--- config.mk ---
export PLATFORM = sky130hd
export DESIGN_NAME = mul_avalon_master
export DESIGN_NICKNAME = d
export VERILOG_FILES = /design/src/rtl/mul_pkg.sv /design/src/rtl/mul_avalon_master.sv
export SDC_FILE = /design/constraint.sdc
export NUM_CORES = 1
export LEC_CHECK = 0
export CAP_MARGIN = 10
export CORE_MARGIN = 5
export CORE_UTILIZATION = 39
export CTS_BUF_LIST = sky130_fd_sc_hd__clkbuf_4 sky130_fd_sc_hd__clkbuf_8
export CTS_CLUSTER_DIAMETER = 30
export DETAILED_ROUTE_END_ITERATION = 6
export DONT_BUFFER_PORTS = 1
export GPL_TIMING_DRIVEN = 0
export SLEW_MARGIN = 10
export SYNTH_ARGS = -nofsm -noshare
export SYNTH_HDL_FRONTEND = slang
export SYNTH_SLANG_ARGS = --single-unit
--- constraint.sdc ---
create_clock -name clk -period 2.4 [get_ports clk]
set_clock_uncertainty 0.1 [all_clocks]
set_input_delay 0.48 -clock clk [delete_from_list [all_inputs] [get_ports clk]]
set_output_delay 0.48 -clock clk [all_outputs]
set_load 0.05 [all_outputs]
--- src/rtl/mul_pkg.sv ---
// Shared definitions for the MUL peripheral and its Avalon-MM master.
// Word addresses of the slave registers and the master FSM states.
package mul_pkg;

  localparam logic [1:0] MUL_ADDR_A = 2'b00;
  localparam logic [1:0] MUL_ADDR_B = 2'b01;
  localparam logic [1:0] MUL_ADDR_R = 2'b10;

  typedef enum logic [2:0] {
    ST_IDLE,
    ST_WR_A,
    ST_WR_B,
    ST_RD,
    ST_WAIT,
    ST_RESP
  } mul_state_e;

endpackage

--- src/rtl/mul_avalon_master.sv ---
// Avalon-MM master: writes an operand pair to the MUL slave, reads back
// the product and returns it on a valid/ready response port.
module mul_avalon_master
  import mul_pkg::*;
#(
  parameter int         READ_LATENCY = 1,
  parameter int         TIMEOUT      = 255,
  parameter logic [1:0] ADDR_A       = MUL_ADDR_A,
  parameter logic [1:0] ADDR_B       = MUL_ADDR_B,
  parameter logic [1:0] ADDR_R       = MUL_ADDR_R
) (
  input  logic        clk,
  input  logic        reset,
  input  logic        cmd_valid,
  output logic        cmd_ready,
  input  logic [31:0] cmd_a,
  input  logic [31:0] cmd_b,
  output logic        rsp_valid,
  input  logic        rsp_ready,
  output logic [31:0] rsp_data,
  output logic        rsp_err,
  output logic [1:0]  avm_address,
  output logic        avm_write,
  output logic        avm_read,
  output logic        avm_chipselect,
  output logic [31:0] avm_writedata,
  input  logic [31:0] avm_readdata,
  input  logic        avm_waitrequest
);

  localparam logic [2:0]  LAT_INIT = 3'(READ_LATENCY - 1);
  localparam logic [15:0] TO_LAST  = 16'(TIMEOUT - 1);

  mul_state_e  state_q, state_d;
  logic [31:0] a_q, a_d;
  logic [31:0] b_q, b_d;
  logic [15:0] stall_q, stall_d;
  logic [2:0]  lat_q, lat_d;
  logic [31:0] rsp_data_q, rsp_data_d;
  logic        rsp_err_q, rsp_err_d;
  logic        rsp_valid_q, rsp_valid_d;
  logic        cmd_ready_q, cmd_ready_d;
  logic [1:0]  addr_q, addr_d;
  logic        write_q, write_d;
  logic        read_q, read_d;
  logic        cs_q, cs_d;
  logic [31:0] wdata_q, wdata_d;
  logic        abort;

  always_ff @(posedge clk) begin
    if (reset) begin
      state_q     <= ST_IDLE;
      a_q         <= '0;
      b_q         <= '0;
      stall_q     <= '0;
      lat_q       <= '0;
      rsp_data_q  <= '0;
      rsp_err_q   <= 1'b0;
      rsp_valid_q <= 1'b0;
      cmd_ready_q <= 1'b0;
      addr_q      <= '0;
      write_q     <= 1'b0;
      read_q      <= 1'b0;
      cs_q        <= 1'b0;
      wdata_q     <= '0;
    end else begin
      state_q     <= state_d;
      a_q         <= a_d;
      b_q         <= b_d;
      stall_q     <= stall_d;
      lat_q       <= lat_d;
      rsp_data_q  <= rsp_data_d;
      rsp_err_q   <= rsp_err_d;
      rsp_valid_q <= rsp_valid_d;
      cmd_ready_q <= cmd_ready_d;
      addr_q      <= addr_d;
      write_q     <= write_d;
      read_q      <= read_d;
      cs_q        <= cs_d;
      wdata_q     <= wdata_d;
    end
  end

  always_comb begin
    state_d    = state_q;
    a_d        = a_q;
    b_d        = b_q;
    stall_d    = stall_q;
    lat_d      = lat_q;
    rsp_data_d = rsp_data_q;
    rsp_err_d  = rsp_err_q;
    abort      = 1'b0;

    unique case (state_q)
      ST_IDLE: begin
        if (cmd_valid && cmd_ready_q) begin
          a_d     = cmd_a;
          b_d     = cmd_b;
          stall_d = '0;
          state_d = ST_WR_A;
        end
      end
      ST_WR_A, ST_WR_B, ST_RD: begin
        if (!avm_waitrequest) begin
          stall_d = '0;
          unique case (state_q)
            ST_WR_A: state_d = ST_WR_B;
            ST_WR_B: state_d = ST_RD;
            default: begin
              lat_d   = LAT_INIT;
              state_d = ST_WAIT;
            end
          endcase
        end else if (stall_q == TO_LAST) begin
          abort = 1'b1;
        end else begin
          stall_d = stall_q + 16'd1;
        end
      end
      ST_WAIT: begin
        if (lat_q == 3'd0) begin
          rsp_data_d = avm_readdata;
          rsp_err_d  = 1'b0;
          state_d    = ST_RESP;
        end else begin
          lat_d = lat_q - 3'd1;
        end
      end
      ST_RESP: begin
        if (rsp_ready) state_d = ST_IDLE;
      end
      default: state_d = ST_IDLE;
    endcase

    // A stalled transfer gives up and reports an empty, flagged result.
    if (abort) begin
      rsp_data_d = '0;
      rsp_err_d  = 1'b1;
      state_d    = ST_RESP;
    end
  end

  // Outputs are decoded from the next state so every strobe is a flop.
  always_comb begin
    cmd_ready_d = 1'b0;
    rsp_valid_d = 1'b0;
    addr_d      = '0;
    write_d     = 1'b0;
    read_d      = 1'b0;
    wdata_d     = '0;
    unique case (1'b1)
      (state_d == ST_IDLE): cmd_ready_d = 1'b1;
      (state_d == ST_RESP): rsp_valid_d = 1'b1;
      (state_d == ST_WR_A): begin
        addr_d  = ADDR_A;
        write_d = 1'b1;
        wdata_d = a_d;
      end
      (state_d == ST_WR_B): begin
        addr_d  = ADDR_B;
        write_d = 1'b1;
        wdata_d = b_d;
      end
      (state_d == ST_RD): begin
        addr_d = ADDR_R;
        read_d = 1'b1;
      end
      default: ;
    endcase
    cs_d = write_d | read_d;
  end

  assign cmd_ready      = cmd_ready_q;
  assign rsp_valid      = rsp_valid_q;
  assign rsp_data       = rsp_data_q;
  assign rsp_err        = rsp_err_q;
  assign avm_address    = addr_q;
  assign avm_write      = write_q;
  assign avm_read       = read_q;
  assign avm_chipselect = cs_q;
  assign avm_writedata  = wdata_q;

endmodule

Yosys cells after proc, flatten, opt, wreduce, memory -nomap -nowiden
Index checks and enable logic that the tools add are counted.
{"block": "totals", "register_bits": 158, "inputBits": 101, "out_inout_bits": 72, "word_cells": 79}
{"block": "op_classes", "add_sub_neg": 2, "n_eq_ne": 15, "muxes": 31, "bitwise": 1, "n_reduce_logical": 16}
{"op": "32-bit 2-to-1 mux", "n": 4}
{"op": "32-bit case mux with 2 select lines", "n": 1}
{"op": "16-bit 2-to-1 mux", "n": 3}
{"op": "16-bit case mux with 2 select lines", "n": 1}
{"op": "3-bit 2-to-1 mux", "n": 8}
{"op": "16-bit by 1-bit adder with 16-bit output, second input constant", "n": 1}
{"op": "16-bit by 8-bit equality test with 1-bit output, second input constant", "n": 1}
{"op": "3-bit by 2-bit equality test with 1-bit output, second input constant", "n": 4}
{"op": "3-bit case mux with 2 select lines", "n": 2}
{"op": "3-bit case mux with 4 select lines", "n": 1}
{"op": "1-bit 2-to-1 mux", "n": 10}
{"op": "3-bit equality test, second input constant", "n": 3}
{"op": "3-bit logical NOT", "n": 3}
{"op": "2-bit inequality test, second input constant", "n": 4}
{"op": "2-bit nonzero test", "n": 4}
{"op": "3-bit by 1-bit equality test with 1-bit output, second input constant", "n": 2}
{"op": "2-bit OR reduction", "n": 3}
{"op": "2-bit case mux with 2 select lines", "n": 1}
{"op": "2-bit AND reduction", "n": 2}
{"op": "4-bit AND reduction", "n": 1}
{"op": "3-bit inequality test, second input constant", "n": 1}
{"op": "3-bit AND reduction", "n": 1}
{"op": "3-bit OR reduction", "n": 1}
{"op": "3-bit by 1-bit subtractor with 3-bit output, second input constant", "n": 1}
{"op": "other kinds (2)", "n": 2}

Longest topological paths before layout
Gate-level depths: netlist (run 1).
{"block": "logic_depth", "depth_word": 9, "mapped_depth": 10, "depth_no_buf": 7}

Worst setup path before layout (run 1)
Ideal clock, no wire load.
{"block": "synth_timing", "kind": "register to register", "startpoint": "reg lat_q[0]", "endpoint": "reg wdata_q[10] (netlist: avm_writedata[10])", "setup_ns": 0.117, "arrival_ns": 2.133, "t_required_ns": 2.183, "slack_ns": 0.050, "path_stages_with_launch": 11, "n_path_buf": 3, "period_less_slack_ns": 2.350, "cell_sequence": "dfxtp_1 inv_1 ha_1 nor2b_1 and2_4 buf_6 or4_1 buf_4 nor2b_4 buf_6 a32o_1"}
{"block": "synth_between", "elab_chain_cells": 6, "word_cells_on_any_way": 7, "cone_classes": "eq/ne: 2; mux: 4; reduce/logical: 1"}
{"element": "start, declared", "line": "mul_avalon_master.sv:38", "rtl": "logic [2:0] lat_q, lat_d;"}
{"element": "start signal, assigned", "line": "mul_avalon_master.sv:71", "rtl": "lat_q <= lat_d;"}
{"element": "3-bit logical NOT *", "line": "mul_avalon_master.sv:121", "rtl": "if (lat_q == 3'd0) begin"}
{"element": "3-bit 2-to-1 mux *", "line": "mul_avalon_master.sv:121"}
{"element": "3-bit case mux with 4 select lines *", "line": "mul_avalon_master.sv:94", "rtl": "unique case (state_q)"}
{"element": "3-bit 2-to-1 mux *", "line": "mul_avalon_master.sv:136", "rtl": "if (abort) begin"}
{"element": "3-bit by 2-bit equality test with 1-bit output / 3-bit by 1-bit equality test with 1-bit output (equally long branches)", "line": "mul_avalon_master.sv:159, mul_avalon_master.sv:154"}
{"element": "32-bit case mux with 2 select lines *", "line": "mul_avalon_master.sv:151", "rtl": "unique case (1'b1)"}
{"element": "end signal, assigned", "line": "mul_avalon_master.sv:80", "rtl": "wdata_q <= wdata_d;"}
{"element": "end, declared", "line": "mul_avalon_master.sv:47", "rtl": "logic [31:0] wdata_q, wdata_d;"}
Every way passes the cells marked *; elsewhere a longest branch is shown, timed or not.
A chain may end at the register's enable or synchronous reset.

Final worst setup path (run 1)
{"block": "layout_timing", "startpoint": "reg state_q[1]", "endpoint": "reg wdata_q[29] (netlist: avm_writedata[29])"}
{"block": "layout_between", "elab_chain_cells": 7, "word_cells_on_any_way": 20, "cone_classes": "eq/ne: 7; mux: 11; reduce/logical: 2"}
{"element": "start, declared", "line": "mul_avalon_master.sv:34", "rtl": "mul_state_e state_q, state_d;"}
{"element": "start signal, assigned", "line": "mul_avalon_master.sv:67", "rtl": "state_q <= state_d;"}
{"element": "3-bit by 2-bit equality test with 1-bit output / 3-bit by 1-bit equality test with 1-bit output (equally long branches)", "line": "mul_avalon_master.sv:94, mul_avalon_master.sv:106"}
{"element": "3-bit case mux with 2 select lines", "line": "mul_avalon_master.sv:106", "rtl": "unique case (state_q)"}
{"element": "3-bit 2-to-1 mux", "line": "mul_avalon_master.sv:104", "rtl": "if (!avm_waitrequest) begin"}
{"element": "3-bit case mux with 4 select lines", "line": "mul_avalon_master.sv:94"}
{"element": "3-bit 2-to-1 mux", "line": "mul_avalon_master.sv:136"}
{"element": "3-bit by 2-bit equality test with 1-bit output / 3-bit by 1-bit equality test with 1-bit output (equally long branches)", "line": "mul_avalon_master.sv:159, mul_avalon_master.sv:154"}
{"element": "32-bit case mux with 2 select lines *", "line": "mul_avalon_master.sv:151"}
Marks and branches as above.

==> results of run 1 <==
[registers in the layout, summed over array words and instances (netlist names)]
register / count
stall_q: 16
avm_writedata: 32
avm_read: 1
avm_address: 2
rsp_data: 32
rsp_valid: 1
a_q: 32
lat_q: 3
cmd_ready: 1
state_q: 3
b_q: 32
rsp_err: 1
avm_chipselect: 1
avm_write: 1
[final timing paths]
check / startpoint / endpoint / depth (start not counted)
max reg2reg: state_q[1] / avm_writedata[29] / 7
max: state_q[1] / avm_writedata[29] / 7
min reg2reg: lat_q[1] / lat_q[1] / 2
min: avm_readdata[23] / rsp_data[23] / 2
[cells in the final DEF (no fill, tap or decap), types with 7 or more instances in the layout]
cell type	n
sky130_fd_sc_hd__nor2b_1	32
sky130_fd_sc_hd__clkbuf_2	7
sky130_fd_sc_hd__clkbuf_8	20
sky130_fd_sc_hd__nor2_1	92
sky130_fd_sc_hd__buf_6	11
sky130_fd_sc_hd__xor2_1	7
sky130_fd_sc_hd__clkbuf_1	19
sky130_fd_sc_hd__nand2_1	77
sky130_fd_sc_hd__nand3_1	9
sky130_fd_sc_hd__a32o_1	31
sky130_fd_sc_hd__a21oi_1	46
sky130_fd_sc_hd__mux2i_1	28
sky130_fd_sc_hd__buf_4	10
sky130_fd_sc_hd__dfxtp_1	155
sky130_fd_sc_hd__mux2_2	31
[metal layers]
layer  GRT usage  up-vias  wire (microns)
met5           0        -               0
met4     0.03471        0              76
met3     0.09510        6            1914
met2      0.3025      162            7890
met1      0.1879     2217            6277
li1            -     2254               -
[metrics by stage]
stage / instance area, sq um / total power, mW / setup TNS, ns
5_1_grt: 7000 / 5.898 / -1.523
3_5_place_dp: 6430 / 3.622 / -11.67
4_1_cts: 6940 / 5.689 / 0
2_1_floorplan: 6160 / 3.452 / 0
3_3_place_gp: 6430 / 3.602 / -10.13
6_report: 7000 / 5.636 / 0
[where the power goes]
part | switching [mW] | total [mW] | internal [mW]
clock network | 0.990 | 2.02 | 1.03
logic | 0.408 | 0.722 | 0.314
registers | 0.159 | 2.89 | 2.73
[cell families after synthesis]
logic type | count (synthesis) | share of synthesized area
simple gates | 255 | 0.1960
flops | 158 | 0.5135
compound gates | 98 | 0.1158
mux | 64 | 0.1103
buf+inv | 54 | 0.04489
xor+xnor | 8 | 0.01138
fa+ha+maj | 4 | 0.008125
[layout make-up]
| class | count | area (sq um) | share of cell area |
|---|---|---|---|
| repair buffers | 7 | 50.05 | 0.007149 |
| flip-flops and latches | 158 | 3167 | 0.4524 |
| well taps | 216 | 270.3 | 0.03861 |
| clock inverters | 11 | 128.9 | 0.01841 |
| clock buffers | 21 | 282.8 | 0.04039 |
| inverters | 6 | 22.52 | 0.003217 |
| plain buffers | 47 | 291.5 | 0.04164 |
| multi-input cells | 429 | 2788 | 0.3982 |
[repair_timing]
item / 4_1_cts / 5_1_grt
pin swaps: 2 / 1
endpoints found under the setup margin: 104 / 49
cloned: 1 / 1
setup buffers: 5 / 0
gates resized for setup: 22 / 17
==> flow_summary.yaml, run 1 <==
run_status:
  run_status: "complete, no violations"
synthesis:
  number_of_synthesized_register_bits: 158
  synth_top_cell_by_area: "sky130_fd_sc_hd__dfxtp_1"
  synth_edf_count: 0
  yosysWarnings: 0
  synthesis.area_per_instance_sq_um: 9.609
  post-synth-top-count-cell: "sky130_fd_sc_hd__dfxtp_1"
  synth_fp_nets: 746
  synthTopCellsByArea: "sky130_fd_sc_hd__dfxtp_1 51%, sky130_fd_sc_hd__nor2_1 5.7%, sky130_fd_sc_hd__mux2_2 5.7%"
  ys_top_cells_by_count: "158 x sky130_fd_sc_hd__dfxtp_1, 93 x sky130_fd_sc_hd__nor2_1, 77 x sky130_fd_sc_hd__nand2_1"
  post_synth_num_cell_types: 48
  synth_top_area_share: 0.5135
  synth-seq-area-share: 0.5135
  synth-main-ff-cell: "sky130_fd_sc_hd__dfxtp_1"
  synth_instances: 641
  syn_area_sq_um: 6160
  async_reset_ff_frac: 0
detailed_routing:
  detailroute.via_count: 4639
  dr.first_iter.drc_count: 188
  ant_nets: 0
  routed_wirelength_mm: 16.16
  drt_pre_antenna_iters: 4
  route.detailed.wl_per_inst_microns: 18.05
  route.detailed.drc: 0
  drt-vias-per-instance: 5.183
final_layout:
  antenna_cells_inserted: 0
  postLayoutCoreUtil: 0.4455
  num-fill-cells: 1540
  layout-area-overhead-vs-synth_pct: 13.65
  finalNonFillerCells: 895
  drive_above_1_share: 0.1870
  num-nets-final: 771
floorplan:
  dieHeight_microns: 135.7
  fp.dieArea_sq_um: 18410
  die_width_microns: 135.7
  io_pins: 173
  core_sq_um: 15710
  fp-row-count: 46
  initial_standard_cell_utilization_of_the_core: 0.3920
min_path:
  worst_hold_path_type: "primary input to flop"
power:
  power.density_nw_per_um2: 805.1
  power.ir.vdd_worst_v: 0.0006512
  p_leak_nw: 2.547
global_routing:
  first_global_vias: 4879
  grt_usage: 0.1741
  initial_antenna_violation_count: 0
  grt_overflow_total: 0
  grt_pass1_wl_mm: 25.07
  grt_start_max_net_pins: 17
setup_path:
  critical_path_class: "flop to flop"
  rrSetupSlack_ns: 0.08
  path_delay_family: "simple AND/OR/NAND/NOR gates"
  critPathLaunchType: "flop"
  slowest_delay_ns: 0.36
  crit_slowest_cell: "sky130_fd_sc_hd__mux2_2"
  path_cells: "buf_2 > or2_2 > nor3_2 > buf_6 > buf_6 > mux2_2 > a32o_1"
  crit_path_max_fanout: 10
  crit_path_required_time_ns: 2.63
  crit_path_top_cell_by_count: "sky130_fd_sc_hd__buf_6"
  critical_path_buf_inv_count: 3
  crit_path_end_kind: "flop"
  worstPathArrival_ns: 2.56
timing:
  rsz0062_at_grt: "true"
  slew_viol_final: 0
  final.min_clock_period_ns: 2.324
  report.final.hold_viol_count: 0
  final_min_period_over_clock_period: 0.9683
  postLayoutSetupSlackWorst_ns: 0.07598
  setup_violations: 0
  fin_hold_ws_ns: 0.07348
  max_freq_ghz: 0.4303
  tightest_slew_margin_relative_to_the_limit: 0.6171
  worst-slew-pin-transition_ns: 0.5743
cts:
  tritoncts.num_buffers: 17
  worstSkewPairLatency_ns: 0.44
  cts_max_level: 4
  clk_transition_reported_paths_ns: 0.09
  tritoncts: "done"
  cts_sink_count: 158
  max-clock-path-buffers: 2
  cts_root_cell: "sky130_fd_sc_hd__clkbuf_8"
  cts_hold_repair.buffers: 0
place:
  placed_cells: 857
  hpwl_mm: 11.69
  port_buffers: 0
  gp_congestion: 0.8439
  dp_worst_setup_slack_ns: -0.2953
flow_run:
  timing.max_cap.violations: 0
No activity file was read; power rests on OpenSTA's default activity.
==> run 2, diff against run 1 <==
Settings changed: SLEW_MARGIN 10 to unset.
Clock period 2.4 ns to 2.5 ns, I/O delays scaled along.
==> flow_summary.yaml, run 2 (synthesized netlist as in run 1, its figures left out) <==
timing:
  postLayoutSetupSlackWorst_ns: 0.08612
  max_freq_ghz: 0.4143
  final_min_period_over_clock_period: 0.9656
  tightest_slew_margin_relative_to_the_limit: 0.4265
  final.min_clock_period_ns: 2.414
  slew_viol_final: 0
  setup_violations: 0
  worst-slew-pin-transition_ns: 0.8584
  report.final.hold_viol_count: 0
setup_path:
  critPathLaunchType: "flop"
  crit_path_end_kind: "flop"
  crit_path_max_fanout: 10
  regToRegStartpoint: "lat_q[0]"
  crit_path_required_time_ns: 2.78
  worstPathArrival_ns: 2.70
  critical_path_class: "flop to flop"
  worst_setup_path_start: "lat_q[0]"
power:
  p_leak_nw: 2.583
  power.density_nw_per_um2: 773.4
  power.ir.vdd_worst_v: 0.0006175
floorplan:
  fp.dieArea_sq_um: 18410
  initial_standard_cell_utilization_of_the_core: 0.3920
  fp-row-count: 46
  io_pins: 173
  core_sq_um: 15710
  dieHeight_microns: 135.7
  die_width_microns: 135.7
detailed_routing:
  detailroute.via_count: 4668
  drt-vias-per-instance: 5.187
  ant_nets: 0
  dr.first_iter.drc_count: 198
  route.detailed.wl_per_inst_microns: 17.92
  drt_pre_antenna_iters: 4
  routed_wirelength_mm: 16.13
  route.detailed.drc: 0
min_path:
  hold_path_startpoint: "avm_readdata[23]"
  worst_hold_path_type: "primary input to flop"
global_routing:
  grt_usage: 0.1727
  grt_overflow_total: 0
  initial_antenna_violation_count: 0
  grt_pass1_wl_mm: 24.91
  first_global_vias: 4855
  grt_start_max_net_pins: 17
place:
  dp_worst_setup_slack_ns: -0.1953
  port_buffers: 0
  dpl-instance-area_sq_um: 6430
  hpwl_mm: 11.69
  gp_congestion: 0.8439
final_layout:
  num-nets-final: 776
  layout_commonest_cell: "sky130_fd_sc_hd__dfxtp_1"
  antenna_cells_inserted: 0
  commonest_non_fill_non_tap_cells_in_the_layout: "155 x sky130_fd_sc_hd__dfxtp_1, 92 x sky130_fd_sc_hd__nor2_1, 77 x sky130_fd_sc_hd__nand2_1"
  finalInstanceArea_sq_um: 7036
  layout-area-overhead-vs-synth_pct: 14.22
  drive_above_1_share: 0.1813
cts:
  tritoncts.num_buffers: 17
  max-clock-path-buffers: 2
  cts_hold_repair.buffers: 0
  cts_sink_count: 158
  clk_transition_reported_paths_ns: 0.09
  worstSkewPairLatency_ns: 0.43
  tritoncts: "done"
  cts_root_cell: "sky130_fd_sc_hd__clkbuf_8"
  cts_max_level: 4
run_status:
  run_status: "complete, no violations"
flow_run:
  timing.max_cap.violations: 0
run 2: repair_timing:
item                       CTS  global route
setup endpoints to repair   65            53
cloned                       0             2
resized for setup           13            20
pin swaps                    1             1
buffers inserted             1             8
run 2: area by class of cell:
cell class / instances / area [sq um]
plain buffers: 48 / 292.8
clock buffers: 21 / 282.8
clock inverters: 11 / 128.9
fillers: 1538 / 8677
inverters: 6 / 22.52
multi-input cells: 429 / 2755
flip-flops and latches: 158 / 3167
well taps: 216 / 270.3
repair buffers: 11 / 116.4
run 2: final timing paths:
path	endpoint	slack, ns	depth (start not counted)
max	avm_writedata[29]	0.09	11
min	rsp_data[23]	0.09	2
max reg2reg	avm_writedata[29]	0.09	11
min reg2reg	lat_q[1]	0.37	2
run 2: per-layer routing:
layer  routed length [microns]  track usage  part of all wire
met1                      6125       0.1874              0.38
met2                      8014       0.2981              0.50
met3                      1860      0.09510              0.12
met4                       128      0.03471            0.0079
met5                         0            0                 0
run 2: stage by stage:
step | hold slack (ns) | cells | power (mW) | utilization | setup TNS, ns
2_1_floorplan | 0.3319 | 641 | 3.314 | - | 0
3_3_place_gp | 0.3404 | 857 | 3.458 | 0.4092 | -3.169
3_5_place_dp | 0.3754 | 857 | 3.477 | 0.4092 | -4.451
4_1_cts | 0.05839 | 890 | 5.439 | 0.4378 | 0
5_1_grt | 0.05156 | 900 | 5.701 | 0.4478 | -0.01245
6_report | 0.09370 | 900 | 5.441 | 0.4478 | 0
run 2: critical path, stage by stage, from the launching register on:
cell and delay (ns):
sky130_fd_sc_hd__dfxtp_2 0.34, sky130_fd_sc_hd__inv_1 0.06, sky130_fd_sc_hd__ha_1 0.22, sky130_fd_sc_hd__nor2b_4 0.14, sky130_fd_sc_hd__and2_4 0.14, sky130_fd_sc_hd__buf_6 0.12
sky130_fd_sc_hd__or4_4 0.52, sky130_fd_sc_hd__buf_6 0.15, sky130_fd_sc_hd__nor2_4 0.11, sky130_fd_sc_hd__buf_12 0.14, sky130_fd_sc_hd__buf_8 0.14, sky130_fd_sc_hd__a32o_1 0.16
run 2: power breakdown:
part           switching, mW  internal, mW  total [mW]
Sequential             0.152          2.62        2.78
Clock                  0.946         0.990        1.94
Combinational          0.393         0.336       0.729
